<file path="src/rtl/cp0_int_ctrl_pkg.sv">
// Shared definitions for the CP0 hardware-interrupt sequencer: state encodings,
// default line count and the widths of the grant index and hold-off counter.
package cp0_int_ctrl_pkg;

    localparam int CP0I_NUM_SRC = 6;
    localparam int CP0I_ID_W    = 3;
    localparam int CP0I_CNT_W   = 4;

    typedef enum logic [1:0] {
        CP0I_IDLE    = 2'd0,
        CP0I_PRESENT = 2'd1,
        CP0I_HOLDOFF = 2'd2
    } cp0i_state_e;

endpackage

</file>
<file path="src/rtl/cp0_int_ctrl_if.sv">
// Bundle between the interrupt sequencer (slave) and its environment / CP0 (master).
// int_o is a request held stable while PRESENT; int_ack is a one-cycle take pulse that
// only has an effect while a line is presented, and int_o drops on the cycle after it.
interface cp0_int_ctrl_if #(
    parameter int NUM_SRC = cp0_int_ctrl_pkg::CP0I_NUM_SRC
);
    import cp0_int_ctrl_pkg::*;

    logic [NUM_SRC-1:0]   irq_src;
    logic [NUM_SRC-1:0]   irq_edge_cfg;
    logic [NUM_SRC-1:0]   cp0_status_im;
    logic                 cp0_status_ie;
    logic                 cp0_status_exl;
    logic                 int_ack;

    logic [NUM_SRC-1:0]   int_o;
    logic [CP0I_ID_W-1:0] grant_id;
    logic                 int_busy;
    cp0i_state_e          dbg_state;

    modport master (
        output irq_src, irq_edge_cfg, cp0_status_im, cp0_status_ie, cp0_status_exl, int_ack,
        input  int_o, grant_id, int_busy, dbg_state
    );

    modport slave (
        input  irq_src, irq_edge_cfg, cp0_status_im, cp0_status_ie, cp0_status_exl, int_ack,
        output int_o, grant_id, int_busy, dbg_state
    );

endinterface

</file>
<file path="src/rtl/cp0_int_ctrl_sync.sv">
// Per-line synchroniser: SYNC_STAGES flop chain for an asynchronous input plus a
// one-cycle history copy of the synchronised value for rising-edge detection.
module cp0_int_sync #(
    parameter int SYNC_STAGES = 2
) (
    input  logic clk,
    input  logic rst,
    input  logic d,
    output logic s,
    output logic s_d
);

    logic [SYNC_STAGES-1:0] chain;

    always_ff @(posedge clk or posedge rst) begin
        if (rst) begin
            chain <= '0;
            s_d   <= 1'b0;
        end else begin
            chain <= {chain[SYNC_STAGES-2:0], d};
            s_d   <= chain[SYNC_STAGES-1];
        end
    end

    assign s = chain[SYNC_STAGES-1];

endmodule

</file>
<file path="src/rtl/cp0_int_ctrl.sv">
// Interrupt request sequencer feeding CP0 int_i: synchronises and latches requests,
// grants one line at a time (highest index wins) and enforces a hold-off after each take.
module cp0_int_ctrl
    import cp0_int_ctrl_pkg::*;
#(
    parameter int NUM_SRC     = CP0I_NUM_SRC,
    parameter int SYNC_STAGES = 2,
    parameter int HOLDOFF     = 4
) (
    input  logic           clk,
    input  logic           rst,
    cp0_int_ctrl_if.slave  bus
);

    localparam logic [CP0I_CNT_W-1:0] HOLD_LOAD = CP0I_CNT_W'(HOLDOFF - 1);

    logic [NUM_SRC-1:0]    s;
    logic [NUM_SRC-1:0]    s_d;
    logic [NUM_SRC-1:0]    pending;
    logic [NUM_SRC-1:0]    pending_nxt;
    logic [NUM_SRC-1:0]    ack_clr;
    logic [NUM_SRC-1:0]    elig;
    logic                  int_gate;
    logic                  any_elig;
    logic                  granted_elig;
    logic [CP0I_ID_W-1:0]  winner;
    logic [NUM_SRC-1:0]    winner_oh;

    cp0i_state_e           state;
    logic [CP0I_CNT_W-1:0] hold_cnt;
    logic [NUM_SRC-1:0]    int_o_q;
    logic [CP0I_ID_W-1:0]  grant_id_q;
    logic                  int_busy_q;

    for (genvar i = 0; i < NUM_SRC; i++) begin : g_sync
        cp0_int_sync #(
            .SYNC_STAGES (SYNC_STAGES)
        ) u_sync (
            .clk (clk),
            .rst (rst),
            .d   (bus.irq_src[i]),
            .s   (s[i]),
            .s_d (s_d[i])
        );
    end

    // An edge arriving on the same cycle as its take keeps the line pending.
    always_comb begin
        ack_clr = '0;
        if (state == CP0I_PRESENT && bus.int_ack) begin
            ack_clr[grant_id_q] = 1'b1;
        end
        pending_nxt = (bus.irq_edge_cfg & ((s & ~s_d) | (pending & ~ack_clr)))
                    | (~bus.irq_edge_cfg & s);
    end

    always_ff @(posedge clk or posedge rst) begin
        if (rst) begin
            pending <= '0;
        end else begin
            pending <= pending_nxt;
        end
    end

    always_comb begin
        int_gate     = bus.cp0_status_ie & ~bus.cp0_status_exl;
        elig         = pending & bus.cp0_status_im & {NUM_SRC{int_gate}};
        granted_elig = elig[grant_id_q];
    end

    // Ascending scan so the highest eligible index is the last one written.
    always_comb begin
        winner   = '0;
        any_elig = 1'b0;
        for (int i = 0; i < NUM_SRC; i++) begin
            if (elig[i]) begin
                winner   = CP0I_ID_W'(i);
                any_elig = 1'b1;
            end
        end
        winner_oh         = '0;
        winner_oh[winner] = 1'b1;
    end

    always_ff @(posedge clk or posedge rst) begin
        if (rst) begin
            state      <= CP0I_IDLE;
            hold_cnt   <= '0;
            int_o_q    <= '0;
            grant_id_q <= '0;
            int_busy_q <= 1'b0;
        end else begin
            case (state)
                CP0I_IDLE: begin
                    if (any_elig) begin
                        state      <= CP0I_PRESENT;
                        grant_id_q <= winner;
                        int_o_q    <= winner_oh;
                        int_busy_q <= 1'b1;
                    end
                end
                CP0I_PRESENT: begin
                    if (bus.int_ack) begin
                        state      <= CP0I_HOLDOFF;
                        hold_cnt   <= HOLD_LOAD;
                        int_o_q    <= '0;
                        int_busy_q <= 1'b1;
                    end else if (!granted_elig) begin
                        state      <= CP0I_IDLE;
                        int_o_q    <= '0;
                        int_busy_q <= 1'b0;
                    end
                end
                CP0I_HOLDOFF: begin
                    if (hold_cnt == '0) begin
                        state      <= CP0I_IDLE;
                        int_busy_q <= 1'b0;
                    end else begin
                        hold_cnt <= hold_cnt - 1'b1;
                    end
                end
                default: begin
                    state      <= CP0I_IDLE;
                    hold_cnt   <= '0;
                    int_o_q    <= '0;
                    int_busy_q <= 1'b0;
                end
            endcase
        end
    end

    assign bus.int_o     = int_o_q;
    assign bus.grant_id  = grant_id_q;
    assign bus.int_busy  = int_busy_q;
    assign bus.dbg_state = state;

endmodule
</file>
<file path="src/flat_wrapper.sv">
// flat-port wrapper written by rule: the top's interface ports become plain ports
module cp0_int_ctrl_flat import cp0_int_ctrl_pkg::*;
#(
    parameter int NUM_SRC     = CP0I_NUM_SRC,
    parameter int SYNC_STAGES = 2,
    parameter int HOLDOFF     = 4
)
  (clk, rst, bus_irq_src, bus_irq_edge_cfg, bus_cp0_status_im, bus_cp0_status_ie, bus_cp0_status_exl, bus_int_ack, bus_int_o, bus_grant_id, bus_int_busy, bus_dbg_state);
  cp0_int_ctrl_if #(.NUM_SRC(NUM_SRC)) bus_i ();
  input  logic clk;
  input  logic rst;
  input wire logic [$bits(bus_i.irq_src)-1:0] bus_irq_src;
  input wire logic [$bits(bus_i.irq_edge_cfg)-1:0] bus_irq_edge_cfg;
  input wire logic [$bits(bus_i.cp0_status_im)-1:0] bus_cp0_status_im;
  input wire logic [$bits(bus_i.cp0_status_ie)-1:0] bus_cp0_status_ie;
  input wire logic [$bits(bus_i.cp0_status_exl)-1:0] bus_cp0_status_exl;
  input wire logic [$bits(bus_i.int_ack)-1:0] bus_int_ack;
  output wire logic [$bits(bus_i.int_o)-1:0] bus_int_o;
  output wire logic [$bits(bus_i.grant_id)-1:0] bus_grant_id;
  output wire logic [$bits(bus_i.int_busy)-1:0] bus_int_busy;
  output wire logic [$bits(bus_i.dbg_state)-1:0] bus_dbg_state;
  assign bus_i.irq_src = bus_irq_src;
  assign bus_i.irq_edge_cfg = bus_irq_edge_cfg;
  assign bus_i.cp0_status_im = bus_cp0_status_im;
  assign bus_i.cp0_status_ie = bus_cp0_status_ie;
  assign bus_i.cp0_status_exl = bus_cp0_status_exl;
  assign bus_i.int_ack = bus_int_ack;
  assign bus_int_o = bus_i.int_o;
  assign bus_grant_id = bus_i.grant_id;
  assign bus_int_busy = bus_i.int_busy;
  assign bus_dbg_state = bus_i.dbg_state;
  cp0_int_ctrl #(.NUM_SRC(NUM_SRC), .SYNC_STAGES(SYNC_STAGES), .HOLDOFF(HOLDOFF)) u_core (.clk(clk), .rst(rst), .bus(bus_i));
endmodule
</file>
<file path="config.mk">
export PLATFORM = sky130hd
export DESIGN_NAME = cp0_int_ctrl_flat
export DESIGN_NICKNAME = d
export VERILOG_FILES = /design/src/rtl/cp0_int_ctrl_pkg.sv /design/src/rtl/cp0_int_ctrl_if.sv /design/src/rtl/cp0_int_ctrl_sync.sv /design/src/rtl/cp0_int_ctrl.sv /design/src/flat_wrapper.sv
export SDC_FILE = /design/constraint.sdc
export NUM_CORES = 1
export LEC_CHECK = 0
export BUFFER_PORTS_ARGS = -buffer_cell sky130_fd_sc_hd__clkbuf_2
export CAP_MARGIN = 20
export CORE_UTILIZATION = 48
export DETAILED_ROUTE_END_ITERATION = 6
export HOLD_SLACK_MARGIN = 0.03
export PLACE_DENSITY = 0.86
export SLEW_MARGIN = 15
export SYNTH_ARGS = -nofsm -noshare
export SYNTH_HDL_FRONTEND = slang
export SYNTH_SLANG_ARGS = --single-unit
</file>
<file path="constraint.sdc">
create_clock -name clk -period 1.9 [get_ports clk]
set_input_delay 0.38 -clock clk [delete_from_list [all_inputs] [get_ports clk]]
set_output_delay 0.38 -clock clk [all_outputs]
set_load 0.02 [all_outputs]
</file>
==> results of run 1 <==
==> stage by stage <==
| stage | utilization | area [um^2] |
|---|---|---|
| floorplan | - | 1750 |
| global placement | 0.578 | 1970 |
| detailed placement | 0.578 | 1970 |
| CTS | 0.592 | 2020 |
| global route | 0.596 | 2040 |
| finish | 0.596 | 2040 |
==> cells by family (layout without fill, tap and decap cells) <==
logic type,Yosys count,after routing,share of synthesized area
buffers and inverters,14,55,0.0414
AOI/OAI and AO/OA,41,41,0.193
and+or+nand+nor,49,49,0.148
DFF,40,40,0.571
muxes,3,3,0.0178
adders and majority gates,4,4,0.0285
==> power groups by stage <==
stage | logic [mW] | clock network, mW | registers (mW)
2_1_floorplan | 0.764 | 0 | 1.18
3_3_place_gp | 1.05 | 0 | 1.14
3_5_place_dp | 1.08 | 0 | 1.15
4_1_cts | 1.09 | 0.418 | 1.13
5_1_grt | 1.26 | 0.467 | 1.15
6_report | 1.13 | 0.400 | 1.13
==> placed cells by master (no fill, tap or decap), drive strengths merged, types with 3 or more instances in the layout <==
cell type,count
nand2b,7
nand3,4
and2,3
nor2,6
clkbuf,39
a21oi,5
a32o,11
nand2,19
ha,4
o21ai,9
dfrtp,40
inv,9
buf,5
==> what timing repair did <==
item | CTS | global route
setup buffers | 0 | 1
setup endpoints to repair | 0 | 5
resized for setup | 0 | 2
==> registers in the layout, summed over array words and instances (netlist names) <==
register	cells
u_core.g_sync.u_sync.chain	12
u_core.bus.dbg_state	2
u_core.hold_cnt	4
u_core.pending	6
u_core.g_sync.u_sync.s_d	6
u_core.bus.grant_id	3
u_core.bus.int_o	6
u_core.bus.int_busy	1
==> final timing paths <==
check	startpoint	slack (ns)	end
setup / recovery	u_core.bus.dbg_state[1]$_DFFE_PP0P_	0.09	u_core.bus.int_o[5]$_DFFE_PP0P_
hold / removal	rst	0.11	u_core.g_sync[1].u_sync.s_d$_DFF_PP0_
setup reg to reg	u_core.bus.dbg_state[1]$_DFFE_PP0P_	0.09	u_core.bus.int_o[5]$_DFFE_PP0P_
hold reg to reg	u_core.g_sync[4].u_sync.chain[0]$_DFF_PP0_	0.36	u_core.g_sync[4].u_sync.chain[1]$_DFF_PP0_
max in group asynchronous	rst	1.47	u_core.bus.int_o[0]$_DFFE_PP0P_
min in group clk	bus_irq_src[2]	0.13	u_core.g_sync[2].u_sync.chain[0]$_DFF_PP0_
==> worst max-delay path: stages, from the launching register on <==
cell	delay (ns)
dfrtp_1	0.42
inv_1	0.12
ha_2	0.22
nor2b_2	0.16
a21boi_1	0.19
o221ai_2	0.14
and2_4	0.21
a32o_1	0.25
==> Yosys cell counts (all sizes together) <==
cell     count  area, um^2
a211oi       2        20.0
a21boi       1        7.51
a21o         2        16.3
a21oi        5        25.0
a22o         2        17.5
a32o        11         110
a32oi        1        8.76
and2         3        21.3
and4b        1        10.0
buf          4        35.0
clkbuf       1        3.75
dfrtp       40        1000
ha           4        50.1
inv          9        33.8
mux2         1        11.3
mux2i        2        20.0
nand2       19        71.3
nand2b       7        51.3
nand3        4        20.0
nand3b       2        15.0
nand4b       2        17.5
nor2         6        22.5
nor2b        2        12.5
nor3         2        10.0
nor4b        1        8.76
o211ai       2        15.0
o21a         1        7.51
o21ai        9        45.0
o21bai       1        7.51
o221ai       1        15.0
o2bb2ai      2        17.5
o311ai       1        26.3
==> area by class of cell <==
class / instances / share of cell area
tap: 46 / 0.0283
multi-input combinational: 97 / 0.337
clock buffer: 5 / 0.0184
timing repair buffer: 39 / 0.102
inverter: 9 / 0.0166
sequential: 40 / 0.492
clock inverter: 2 / 0.00615
==> layer usage <==
metal / track usage / wire, um / vias up
li1: - / - / 622
met2: 0.313 / 1580 / 28
met1: 0.247 / 1490 / 648
met5: 0 / 0 / -
met3: 0.0639 / 163 / 7
met4: 0.0930 / 56 / 0
==> flow_summary.toml, run 1 <==
[status]
run_status = "complete, no violations"

[global_routing]
grt_pass1_wl_mm = 5.87
antenna_found_initial = 0
grt_start_max_net_pins = 41
grt_usage = 0.198
grt_pass1_vias = 1296
grt_overflow = 0

[synthesis]
ys_warn_count = 0
ys_ff_latch = 40
synth-seq-area-share = 0.571
synth.distinct_cells = 38
synth_fp_nets = 178
synth_area_um2 = 1750
netlist_instances = 151
syn_area_per_cell_um2 = 11.6

[floorplan]
die_area_um2 = 3900
initial_core_util = 0.514
fp-row-count = 21
fp.dieW_um = 62.5
die_h_um = 62.5
io_pins = 35
core_area_um2 = 3420

[clocking]
numCtsBuffers = 5
cts_tree = "done"
cts_sinks = 40
cts_max_path_buffers = 2
htreeDepth = 2
cts_root_buffer = "clkbuf_4"
cts-hold-fix-buffers = 0
worstSkewPairLatency_ns = 0.35
clkTransAtPathRegs_ns = 0.11

[drt]
wirelength_mm = 3.29
viasPerCell = 5.48
ant_nets = 0
drc = 0
routedWlPerCell_um = 13.8
dr.first_iter.drc_count = 38
route.vias.total = 1305
drt_pass1_iterations = 4

[final_layout]
fin_cells = 238
n_antenna_cell = 0
nFillCells = 311
nets = 219
drive_gt1_frac = 0.286
regArea_um2 = 1000
multi_input_area_um2 = 686
area_delta_synth_final_pct = 16.0

[pwr]
power_mw = 2.66
p_leak_nw = 0.951
swShare = 0.398
clock_power_share = 0.151
p_int_mw = 1.60
power.switching_mw = 1.06
seqPwrFrac = 0.425
ir_drop_uv = 567
combPwrFrac = 0.424
p_per_area_nw_per_um2 = 1310

[setup_path]
worstSetupStartpointType = "flip-flop"
cp_data_required_time_ns = 2.14
path_max_fanout = 6
arrival_ns = 2.05
r2r_cells = 7
path_class = "reg2reg"
end_kind = "flip-flop"

[timing]
finalMaxSlewViolations = 0
setup_viol = 0
setup_tns_ns = 0
fin_crit_ns = 1.81
finalHoldViolations = 0
final.setup.worst_slack_ns = 0.0934
worst_pin_slew_ns = 0.474
rsz0062_at_grt = "no"
fmax_mhz = 554
hold_ws_ns = 0.106
clock_skew_ns = 0.00253
fin_crit_sh = 0.951
slew_headroom = 0.684

[placed_design]
portBuffers = 34
dp_cells = 230
dp_hpwl_mm = 2.43
place_congestion = 0.847
place_ws_ns = 0.107

[flow_run]
drv_cap = 0

[worst_hold_path]
hold_class = "in2async"
(Power assumes the default switching activity.)
==> run 2: changes to the inputs <==
Settings changed: CORE_MARGIN set to 3.
==> flow_summary.toml, run 2 (synthesis results as in run 1) <==
[status]
run_status = "complete, no violations"

[timing]
clock_skew_ns = 0.00947
slew_headroom = 0.683
rsz0062_at_grt = "no"
setup_viol = 0
finalMaxSlewViolations = 0
finalHoldViolations = 0
setup_tns_ns = 0
fin_crit_ns = 1.80
fmax_mhz = 556
fin_crit_sh = 0.947
hold_ws_ns = 0.0941
worst_pin_slew_ns = 0.476

[drt]
drt_pass1_iterations = 4
route.vias.total = 1269
dr.first_iter.drc_count = 61
drc = 0
wirelength_mm = 3.30
ant_nets = 0
viasPerCell = 5.33
routedWlPerCell_um = 13.8

[global_routing]
antenna_found_initial = 0
met2_usage = 0.259
top_usage_layer = "met2"
grt_overflow = 0
grt_usage = 0.171
grtUsageMet3 = 0.0624
grt_pass1_wl_mm = 5.58
grt_start_max_net_pins = 41
grt_pass1_vias = 1238
grtUsageMet1 = 0.221

[final_layout]
area_delta_synth_final_pct = 17.3
final_common_cell = "dfrtp_1"
drive_gt1_frac = 0.286
nets = 218
max_flop_register = "u_core.g_sync.u_sync.chain"
nFillCells = 296
fin_util = 0.603
mostFrequentLayoutCells = "40 x dfrtp_1, 34 x clkbuf_2, 19 x nand2_1"
largest_reg_flops = 12
n_antenna_cell = 0

[setup_path]
worstSetupStartpointType = "flip-flop"
path_class = "reg2reg"
end_kind = "flip-flop"
path_max_fanout = 6
arrival_ns = 2.04
cp_data_required_time_ns = 2.14

[clocking]
htreeDepth = 2
cts-hold-fix-buffers = 0
cts_sinks = 40
worstSkewPairLatency_ns = 0.35
cts_tree = "done"
cts-resized-gates = 0
clkTransAtPathRegs_ns = 0.12
numCtsBuffers = 5
cts_max_path_buffers = 2
cts_root_buffer = "clkbuf_4"
post_cts_buffers = 0

[pwr]
swShare = 0.377
p_leak_nw = 0.962
power.switching_mw = 1.04
ir_drop_uv = 600
clock_power_share = 0.195
p_per_area_nw_per_um2 = 1340
p_int_mw = 1.72
seqPwrFrac = 0.412
combPwrFrac = 0.394

[worst_hold_path]
hold_class = "in2async"

[floorplan]
io_pins = 35
core_area_um2 = 3420
fp-row-count = 21
die_h_um = 66.5
initial_core_util = 0.514
die_area_um2 = 4420
fp.dieW_um = 66.5

[flow_run]
drv_cap = 0

[placed_design]
place_congestion = 0.844
portBuffers = 34
dp_hpwl_mm = 2.52
## run 2: changes by cell type in the layout (fill, tap and decap cells not counted)
cell,before,now
a21boi_1,1,0
a21boi_2,0,1
buf_4,5,4
bufinv_16,0,1
clkbuf_1,0,1
clkinvlp_4,1,0
## run 2: per-stage QoR
stage	setup WS (ns)	instance area (um^2)	total power [mW]	instances
floorplan	0.0563	1750	1.95	151
global placement	0.162	1970	2.19	230
detailed placement	0.0852	1970	2.22	230
CTS	0.0177	2050	2.76	238
global route	0.0234	2060	2.95	238
finish	0.102	2060	2.76	238
## run 2: layout make-up
| cell class | instances | area, um^2 | share of cell area |
|---|---|---|---|
| Sequential cell | 40 | 1000 | 0.486 |
| Multi-Input combinational cell | 97 | 689 | 0.335 |
| Timing Repair Buffer | 38 | 200 | 0.0973 |
| Tap cell | 46 | 57.6 | 0.0280 |
| Clock buffer | 6 | 41.3 | 0.0201 |
| Clock inverter | 2 | 35.0 | 0.0170 |
| Inverter | 9 | 33.8 | 0.0164 |
## run 2: routing by layer
metal | up-vias | wire [um]
met5 | - | 0
met4 | 0 | 38
met3 | 5 | 175
met2 | 34 | 1550
met1 | 608 | 1530
li1 | 622 | -
## run 2: final timing paths
check	startpoint	end	slack, ns	cells past startpoint
min reg2reg	u_core.g_sync[2].u_sync.chain[0]$_DFF_PP0_	u_core.g_sync[2].u_sync.chain[1]$_DFF_PP0_	0.36	0
min in group clk	bus_irq_src[3]	u_core.g_sync[3].u_sync.chain[0]$_DFF_PP0_	0.13	1
min	rst	u_core.hold_cnt[1]$_DFFE_PP0P_	0.09	3
max reg2reg	u_core.bus.dbg_state[1]$_DFFE_PP0P_	u_core.bus.int_o[5]$_DFFE_PP0P_	0.10	7
max	u_core.bus.dbg_state[1]$_DFFE_PP0P_	u_core.bus.int_o[5]$_DFFE_PP0P_	0.10	7
max in group asynchronous	rst	u_core.bus.grant_id[2]$_DFFE_PP0P_	1.46	3
## run 2: critical path, cell delays in order (launching register included)
cell,delay [ns]
dfrtp_1,0.42
inv_1,0.11
ha_2,0.21
nor2b_2,0.16
a21boi_2,0.20
o221ai_2,0.14
and2_4,0.21
a32o_1,0.24
## run 2: power by group through the flow
stage | Sequential (mW) | Combinational [mW] | Clock (mW)
after floorplan | 1.18 | 0.764 | 0
after global placement | 1.14 | 1.04 | 0
after detailed placement | 1.15 | 1.06 | 0
after CTS | 1.14 | 1.07 | 0.555
after global routing | 1.16 | 1.19 | 0.595
final | 1.14 | 1.09 | 0.537
==> run 3: changes to the inputs <==
==> constraint.sdc (replaced) <==
create_clock -name clk -period 1.9 [get_ports clk]
set_input_delay 0.285 -clock clk [delete_from_list [all_inputs] [get_ports clk]]
set_output_delay 0.285 -clock clk [all_outputs]
set_load 0.02 [all_outputs]
==> flow_summary.toml, run 3 (synthesis results as in run 1) <==
[global_routing]
antenna_found_initial = 0
grt_pass1_wl_mm = 5.51
grt_pass1_vias = 1263
grt_start_max_net_pins = 41
grt_usage = 0.169
grt_overflow = 0

[clocking]
clkTransAtPathRegs_ns = 0.11
cts_root_buffer = "clkbuf_4"
cts_tree = "done"
post_cts_buffers = 0
cts_max_path_buffers = 2
numCtsBuffers = 5
htreeDepth = 2
worstSkewPairLatency_ns = 0.35
cts_sinks = 40

[worst_hold_path]
min_path_cells = 2
min_to = "u_core.pending[4]$_DFF_PP0_"
hold_class = "in2reg"
min_from = "bus_irq_edge_cfg[4]"

[final_layout]
multi_input_area_um2 = 683
nets = 224
final_common_cell = "dfrtp_1"
regArea_um2 = 1000
mostFrequentLayoutCells = "40 x dfrtp_1, 34 x clkbuf_2, 19 x nand2_1"
nFillCells = 280
fin_cells = 244
area_delta_synth_final_pct = 20.5
drive_gt1_frac = 0.263
largest_reg_flops = 12
n_antenna_cell = 0
max_flop_register = "u_core.g_sync.u_sync.chain"

[setup_path]
cpPeakStageDelay_ns = 0.41
worstPathBufferInverterCount = 1
path_max_fanout = 6
r2r-start = "u_core.bus.dbg_state[1]$_DFFE_PP0P_"
critical_path_depth = 7
arrival_ns = 2.02
cp_data_required_time_ns = 2.15
path_cells = "inv_1 -> ha_1 -> nor2b_2 -> a21boi_1 -> o221ai_2 -> and2_4 -> a32o_1"
worstSetupStartpointType = "flip-flop"
crit_family = "compound AO/OA/AOI/OAI gates"
r2r_cells = 7
r2r_end = "u_core.bus.int_o[5]$_DFFE_PP0P_"
critPathSlowestCell = "dfrtp_1"
path_class = "reg2reg"
ff2ff_setup_slack_ns = 0.13
end_kind = "flip-flop"

[timing]
setup_tns_ns = 0
fin_crit_ns = 1.77
worst_pin_slew_ns = 0.485
slew_headroom = 0.675
rsz0062_at_grt = "no"
clock_skew_ns = 0.00784
setup_viol = 0
finalHoldViolations = 0
finalMaxSlewViolations = 0
fin_crit_sh = 0.932
fmax_mhz = 565

[drt]
ant_nets = 0
drt_pass1_iterations = 4
drc = 0
wirelength_mm = 3.32
routedWlPerCell_um = 13.6
viasPerCell = 5.45
dr.first_iter.drc_count = 40
route.vias.total = 1329

[pwr]
ir_drop_uv = 699
p_per_area_nw_per_um2 = 1310
seqPwrFrac = 0.411
p_int_mw = 1.72
combPwrFrac = 0.394
p_leak_nw = 0.986
clock_power_share = 0.196
swShare = 0.376
power.switching_mw = 1.04

[floorplan]
die_area_um2 = 4420
fp.dieW_um = 66.5
initial_core_util = 0.514
io_pins = 35
core_area_um2 = 3420
die_h_um = 66.5
fp-row-count = 21

[placed_design]
dp_cells = 229
dp_hpwl_mm = 2.56
place_congestion = 0.842
portBuffers = 34

[flow_run]
drv_cap = 0

[status]
run_status = "complete, no violations"
run 3: power by group through the flow:
stage / clock network, mW / registers, mW / logic, mW
2_1_floorplan: 0 / 1.18 / 0.764
3_3_place_gp: 0 / 1.14 / 1.04
3_5_place_dp: 0 / 1.15 / 1.06
4_1_cts: 0.549 / 1.14 / 1.07
5_1_grt: 0.588 / 1.16 / 1.21
6_report: 0.540 / 1.13 / 1.09
run 3: stage by stage:
step	util	hold WS [ns]	cell area [um^2]	power, mW	setup slack, ns
global route	0.619	0.198	2110	2.95	0.00773
finish	0.619	0.201	2110	2.76	0.129
global placement	0.575	0.333	1970	2.19	0.163
detailed placement	0.575	0.337	1970	2.22	0.122
CTS	0.604	0.0304	2060	2.76	0.0965
floorplan	-	0.316	1750	1.95	0.0563
run 3: final cells by class:
class	count	share of cell area
Sequential cell	40	0.473
Multi-Input combinational cell	97	0.323
Timing Repair Buffer	44	0.124
Tap cell	46	0.0272
Clock buffer	6	0.0195
Clock inverter	2	0.0166
Inverter	9	0.0160
run 3: per-layer routing:
metal / GRT usage / wire (um) / up-vias
met5: 0 / 0 / -
met2: 0.258 / 1570 / 38
met1: 0.219 / 1460 / 644
met3: 0.0607 / 221 / 9
met4: 0.0685 / 68 / 0
li1: - / - / 638
run 3: worst reg2reg max path, delay by kind of cell (launching register included):
| kind | cells | cell delay (ns) |
|---|---|---|
| buf+inv | 1 | 0.10 |
| flops | 1 | 0.41 |
| simple gates | 2 | 0.38 |
| fa+ha+maj | 1 | 0.21 |
| compound gates | 3 | 0.57 |
run 3: how the worst max path moves through the flow:
stage	endpoint	start	slack (ns)
global route	u_core.bus.int_o[5]$_DFFE_PP0P_	u_core.bus.dbg_state[1]$_DFFE_PP0P_	0.008
CTS	u_core.bus.int_o[5]$_DFFE_PP0P_	u_core.bus.dbg_state[1]$_DFFE_PP0P_	0.1
finish	u_core.bus.int_o[5]$_DFFE_PP0P_	u_core.bus.dbg_state[1]$_DFFE_PP0P_	0.13
floorplan	u_core.bus.int_o[5]$_DFFE_PP0P_	u_core.bus.dbg_state[1]$_DFFE_PP0P_	0.06
global placement	u_core.bus.int_o[5]$_DFFE_PP0P_	u_core.bus.dbg_state[1]$_DFFE_PP0P_	0.16
detailed placement	u_core.bus.int_o[5]$_DFFE_PP0P_	u_core.bus.dbg_state[1]$_DFFE_PP0P_	0.12
run 3: repair_timing:
item                       CTS  global route
hold buffers                 2             5
setup endpoints to repair    0             5
resized for setup            0             1
hold endpoints to repair    31             5
